[config.mk]
export PLATFORM = sky130hd
export DESIGN_NAME = gfx_rect_fill
export DESIGN_NICKNAME = d
export VERILOG_FILES = /design/src/rtl/gfx_rect_fill.sv
export SDC_FILE = /design/constraint.sdc
export NUM_CORES = 2
export LEC_CHECK = 0
export CELL_PAD_IN_SITES_DETAIL_PLACEMENT = 0
export CELL_PAD_IN_SITES_GLOBAL_PLACEMENT = 1
export CORE_MARGIN = 5
export CORE_UTILIZATION = 45
export CTS_BUF_LIST = sky130_fd_sc_hd__clkbuf_8
export DETAILED_ROUTE_END_ITERATION = 12
export DONT_BUFFER_PORTS = 1
export PLACE_DENSITY_LB_ADDON = 0.1
export SYNTH_ARGS = -nofsm -noshare
export SYNTH_HDL_FRONTEND = slang
export SYNTH_SLANG_ARGS = --single-unit
[constraint.sdc]
create_clock -name clk -period 15 [get_ports clk]
set_clock_uncertainty 0.1 [all_clocks]
set_input_delay 3 -clock clk [delete_from_list [all_inputs] [get_ports clk]]
set_output_delay 3 -clock clk [all_outputs]
set_load 0.02 [all_outputs]
[src/rtl/gfx_rect_fill.sv]
// gfx_rect_fill: clips a rect to framebuffer/scissor and emits aligned byte-strobed VRAM stores.
// Optional GFX_RECT_BLEND_EN adds blend_en/st_rmw for downstream ROP blending.
module gfx_rect_fill #(
  parameter int ADDR_W = 32,
  parameter int DATA_W = 32,
  parameter int COORD_W = 16
) (
  input  logic                  clk,
  input  logic                  rst_n,
  input  logic                  flush,
  input  logic                  cmd_valid,
  output logic                  cmd_ready,
  input  logic [COORD_W-1:0]    cmd_x0,
  input  logic [COORD_W-1:0]    cmd_y0,
  input  logic [COORD_W-1:0]    cmd_x1,
  input  logic [COORD_W-1:0]    cmd_y1,
  input  logic [31:0]           cmd_color,
  input  logic [ADDR_W-1:0]     fb_base,
  input  logic [ADDR_W-1:0]     fb_stride,
  input  logic                  fb_format,
  input  logic [COORD_W-1:0]    fb_w,
  input  logic [COORD_W-1:0]    fb_h,
  input  logic [COORD_W-1:0]    sc_x0,
  input  logic [COORD_W-1:0]    sc_y0,
  input  logic [COORD_W-1:0]    sc_w,
  input  logic [COORD_W-1:0]    sc_h,
  input  logic                  sc_en,
`ifdef GFX_RECT_BLEND_EN
  input  logic                  blend_en,
  output logic                  st_rmw,
`endif
  output logic                  st_valid,
  input  logic                  st_ready,
  output logic [ADDR_W-1:0]     st_addr,
  output logic [DATA_W-1:0]     st_wdata,
  output logic [DATA_W/8-1:0]   st_wstrb,
  output logic                  busy,
  output logic                  done,
  output logic [31:0]           px_count
);
  localparam int NB = DATA_W / 8;
  localparam int CW = COORD_W + 1;
  typedef enum logic [2:0] {IDLE, CLIP, ROW, BEAT, FIN} state_t;
  state_t state, state_nx;
  logic [COORD_W-1:0] x0, y0, x1, y1, fw, fh, sx, sy, sw, sh;
  logic [31:0] color;
  logic [ADDR_W-1:0] base, stride, beat_addr, start_b, end_b;
  logic fmt, scen, empty;
  logic [CW-1:0] cx0, cx1, cy0, cy1, y;
  logic [CW-1:0] lx0, lx1, ly0, ly1, tx1, ty1, sxe, sye;
  logic [ADDR_W-1:0] row_a, s_a, e_a, nb;
  logic [1:0] sh_amt;
  logic [15:0] p565;
  logic [31:0] lane;
`ifdef GFX_RECT_BLEND_EN
  logic blend;
  assign st_rmw = st_valid && blend;
`endif
  // scissor extents are one bit wider than coordinates so sx+sw never wraps
  assign sxe = CW'(sx) + CW'(sw);
  assign sye = CW'(sy) + CW'(sh);
  assign lx0 = (scen && CW'(sx) > CW'(x0)) ? CW'(sx) : CW'(x0);
  assign ly0 = (scen && CW'(sy) > CW'(y0)) ? CW'(sy) : CW'(y0);
  assign tx1 = (x1 < fw) ? CW'(x1) : CW'(fw);
  assign ty1 = (y1 < fh) ? CW'(y1) : CW'(fh);
  assign lx1 = (scen && sxe < tx1) ? sxe : tx1;
  assign ly1 = (scen && sye < ty1) ? sye : ty1;
  assign sh_amt = fmt ? 2'd1 : 2'd2;
  assign row_a = base + ADDR_W'(y) * stride;
  assign s_a = row_a + (ADDR_W'(cx0) << sh_amt);
  assign e_a = row_a + (ADDR_W'(cx1) << sh_amt);
  assign nb = beat_addr + ADDR_W'(NB);
  assign p565 = {color[23:19], color[15:10], color[7:3]};
  assign lane = fmt ? {2{p565}} : color;
  assign cmd_ready = state == IDLE;
  assign busy = !cmd_ready;
  assign st_valid = state == BEAT;
  assign done = state == FIN && !flush;
  assign st_addr = st_valid ? beat_addr : '0;
  assign st_wdata = st_valid ? {(DATA_W/32){lane}} : '0;
  always_comb begin
    st_wstrb = '0;
    for (int i = 0; i < NB; i++)
      st_wstrb[i] = st_valid && (beat_addr + ADDR_W'(i) >= start_b) && (beat_addr + ADDR_W'(i) < end_b);
  end
  always_comb begin
    state_nx = state;
    case (state)
      IDLE: state_nx = cmd_valid ? CLIP : IDLE;
      CLIP: state_nx = (lx1 <= lx0 || ly1 <= ly0) ? FIN : ROW;
      ROW:  state_nx = BEAT;
      BEAT: state_nx = (st_ready && nb >= end_b) ? ((y + CW'(1) < cy1) ? ROW : FIN) : BEAT;
      default: state_nx = IDLE;
    endcase
    if (flush) state_nx = IDLE;
  end
  always_ff @(posedge clk or negedge rst_n) begin
    if (!rst_n) begin
      state <= IDLE;
      {x0, y0, x1, y1, fw, fh, sx, sy, sw, sh} <= '0;
      {color, base, stride, fmt, scen, empty} <= '0;
      {cx0, cx1, cy0, cy1, y} <= '0;
      {beat_addr, start_b, end_b} <= '0;
      px_count <= '0;
`ifdef GFX_RECT_BLEND_EN
      blend <= 1'b0;
`endif
    end else begin
      state <= state_nx;
      if (state == IDLE && cmd_valid && !flush) begin
        {x0, y0, x1, y1, color} <= {cmd_x0, cmd_y0, cmd_x1, cmd_y1, cmd_color};
        {base, stride, fmt, fw, fh} <= {fb_base, fb_stride, fb_format, fb_w, fb_h};
        {sx, sy, sw, sh, scen} <= {sc_x0, sc_y0, sc_w, sc_h, sc_en};
`ifdef GFX_RECT_BLEND_EN
        blend <= blend_en;
`endif
      end
      if (state == CLIP) begin
        {cx0, cx1, cy0, cy1, y} <= {lx0, lx1, ly0, ly1, ly0};
        empty <= lx1 <= lx0 || ly1 <= ly0;
      end
      if (state == ROW) begin
        beat_addr <= s_a & ~ADDR_W'(NB - 1);
        start_b <= s_a;
        end_b <= e_a;
      end
      if (state == BEAT && st_ready) begin
        beat_addr <= nb;
        if (nb >= end_b) y <= y + CW'(1);
      end
      if (state == FIN && !flush) px_count <= empty ? '0 : 32'(cx1 - cx0) * 32'(cy1 - cy0);
    end
  end
endmodule

==> run_results.csv <==
group,metric,value,unit
run_status,status,"finished, final reports clean",
timing,final-hold-violation-count,0,
global_routing,grt_first_pass_wirelength,274000,um
timing,whs,0.377,ns
setup_path,critPathArrivalTime,10.13,ns
floorplanning,start_util,0.452,
cells_and_area,drive_gt1_frac,0.0965,
synth,synth_area,57500,um^2
drt,drt.antenna.violating_nets,0,
synth,ys_seq_area_frac,0.205,
global_routing,busiest_layer,"met2",
cells_and_area,area_delta_synth_final,6.34,%
clock_network,post_cts_buffers,0,
setup_path,max_stage_delay,0.87,ns
setup_path,cp-start-kind,"flip-flop",
setup_path,timing.rr.end,"px_count[30]$_DFFE_PN0P_",
timing,period_needed,9.56,ns
cells_and_area,mostFrequentLayoutCells,"inv_1, nand2_1, fa_1",
timing,rsz0062_at_grt,"no",
cells_and_area,nFillCells,12300,
timing,fin_setup_tns,0,ns
clock_network,worstSkewPairLatency,0.82,ns
timing,setup_viol,0,
synth,syn_inst,6198,
setup_path,rrSetupSlack,5.44,ns
global_routing,grtUsageMet2,0.444,
placed_design,dp_hpwl,139000,um
worst_hold_path,whs_path_depth,2,
drt,viasPerCell,5.44,
cells_and_area,finalNonFillerCells,7817,
placed_design,port_buffers,0,
clock_network,numClockSinks,471,
floorplanning,core.rowCount,131,
global_routing,grt_max_degree,472,
synth,postSynth.asyncResetShare,1.00,
worst_hold_path,worstHoldStart,"end_b[7]$_DFFE_PN0N_",
drt,drc,0,
placed_design,place_congestion,0.916,
synth,synth_area_leaders,"fa_1, dfrtp_1, ha_1, inv_1, mux2_2",
global_routing,overflow,0,
floorplanning,die-area,135000,um^2
placed_design,placed_area,59100,um^2
clock_network,cts_tree,"done",
global_routing,grt_usage,0.262,
global_routing,grt_pass1_vias,44600,
floorplanning,ios,367,
clock_network,clkSlewWorstSetupHoldPaths,0.06,ns
floorplanning,die_y,367,um
drt,drt-initial-drc-count,2677,
floorplanning,core,127000,um^2
drt,totalWireLength,176000,um
clock_network,clock-root-buffer,"clkbuf_8",
clock_network,clk_path_buf_depth,3,
synth,yosysWarnings,0,
clock_network,cts_resized,0,
timing,final_max_slew_viol_count,0,
timing,fmax,0.105,GHz
setup_path,crit_family,"adder cells",
worst_hold_path,hold_end,"end_b[7]$_DFFE_PN0N_",
floorplanning,fp.dieW,367,um
synth,synth_edf_count,0,
synth,synth.distinct_cells,101,
setup_path,cp-end-kind,"flip-flop",
drt,vias,42600,
clock_network,cts_hold_buf,0,
clock_network,cts_made_buffers,90,
synth,synth_top_area_share,0.227,
worst_hold_path,hold_class,"flip-flop to flip-flop",
setup_path,critPathBufInv,7,
placed_design,dp_cells,7641,
setup_path,worstPathRequired,15.57,ns
setup_path,cp_max_fo,12,
synth,synth_ff_type,"dfrtp_1",
timing,min_period_over_period,0.637,
drt,firstDrtPassIters,5,
cells_and_area,final_area,61100,um^2
synth,synth_area_per_cell,9.27,um^2
drt,detail_route.wl_per_cell,22.5,um
cells_and_area,final_common_cell,"inv_1",
global_routing,grtUsageMet1,0.352,
synth,yosys.area.top_type,"fa_1",
run,max_cap_viol_count,0,
global_routing,antenna_found_initial,22,
global_routing,met3_usage,0.0442,
setup_path,critPathSlowestCell,"nor2_1",
setup_path,critPathKind,"flip-flop to flip-flop",
timing,slew_headroom,0.0556,
clock_network,htreeDepth,3,
setup_path,r2r-start,"cx1[0]$_DFFE_PN0P_",
cells_and_area,fin_nets,7580,
timing,worstMarginPinSlew,1.41,ns
setup_path,rr_worst_depth,34,
synth,synth-seq-cells,471,
[sequential cells by signal, indices dropped and copies added, names as in the netlist, 3 cells and up]
signal,flops
color,32
base,32
sh,16
x1,16
cy1,17
start_b,32
beat_addr,30
x0,16
cy0,16
state,3
y1,16
end_b,32
y,17
px_count,32
y0,16
sy,16
cx0,16
sw,16
fw,16
sx,16
cx1,17
stride,32
fh,16
[tightest hold or removal path: stages, from the launching register on]
cell and delay (ns):
dfrtp_1 0.34, nand2_1 0.05, o21ai_0 0.06
[stage by stage]
stage	worst slack (ns)	util
floorplan	6.67	-
global placement	5.53	0.465
detailed placement	5.55	0.465
CTS	5.51	0.480
global route	4.95	0.480
finish	5.44	0.481
[final cells by class]
| class | count | area (um^2) | share of cell area |
|---|---|---|---|
| antenna | 12 | 30.0 | 0.000491 |
| clock buffer | 111 | 1530 | 0.0250 |
| clock inverter | 53 | 449 | 0.00735 |
| inverter | 997 | 3740 | 0.0612 |
| multi-input combinational | 4444 | 41000 | 0.671 |
| sequential | 471 | 11800 | 0.193 |
| tap | 1662 | 2080 | 0.0340 |
| timing repair buffer | 67 | 515 | 0.00843 |
[cells in the mapped netlist (all sizes together), types with 89 or more instances]
| master | n |
|---|---|
| dfrtp | 471 |
| nand2b | 106 |
| a21o | 124 |
| xnor2 | 169 |
| clkbuf | 264 |
| o21a | 95 |
| mux2 | 322 |
| nor2 | 260 |
| ha | 595 |
| fa | 651 |
| and2 | 171 |
| nand2 | 712 |
| a21oi | 266 |
| o21ai | 244 |
| xor2 | 89 |
| inv | 996 |
[how the worst max path moves through the flow]
stage	to	depth (start not counted)	slack, ns	start
after floorplan	px_count[28]$_DFFE_PN0P_	35	6.67	cx1[0]$_DFFE_PN0P_
after global placement	px_count[28]$_DFFE_PN0P_	34	5.53	cx1[0]$_DFFE_PN0P_
after detailed placement	px_count[28]$_DFFE_PN0P_	34	5.55	cx1[0]$_DFFE_PN0P_
after CTS	px_count[28]$_DFFE_PN0P_	34	5.51	cx1[0]$_DFFE_PN0P_
after global routing	px_count[31]$_DFFE_PN0P_	31	4.95	cx1[0]$_DFFE_PN0P_
final	px_count[30]$_DFFE_PN0P_	34	5.44	cx1[0]$_DFFE_PN0P_
[logic make-up (layout without fill, tap and decap cells)]
logic type               count (synthesis)  in the layout  share of synthesized area
flip-flops                             471            471                      0.205
AO/OA/AOI/OAI                          964            964                      0.108
other                                    1             18                  0.0000652
XOR/XNOR                               259            259                     0.0401
AND/OR/NAND/NOR                       1560           1560                      0.128
buffers and inverters                 1288           1228                     0.0845
multiplexers                           409            409                     0.0782
adder cells (fa/ha/maj)               1246           1246                      0.356
[per-layer routing]
metal / share of wire / wire length [um] / vias up
met2: 0.48 / 84500 / 934
met1: 0.45 / 78300 / 21500
met3: 0.051 / 9000 / 231
li1: - / - / 19900
met4: 0.023 / 3970 / 24
met5: 0.00076 / 134 / -
Power is left out: the tool's default activity adds up to more than one toggle a clock period on the data nets, which glitch-free logic cannot reach.
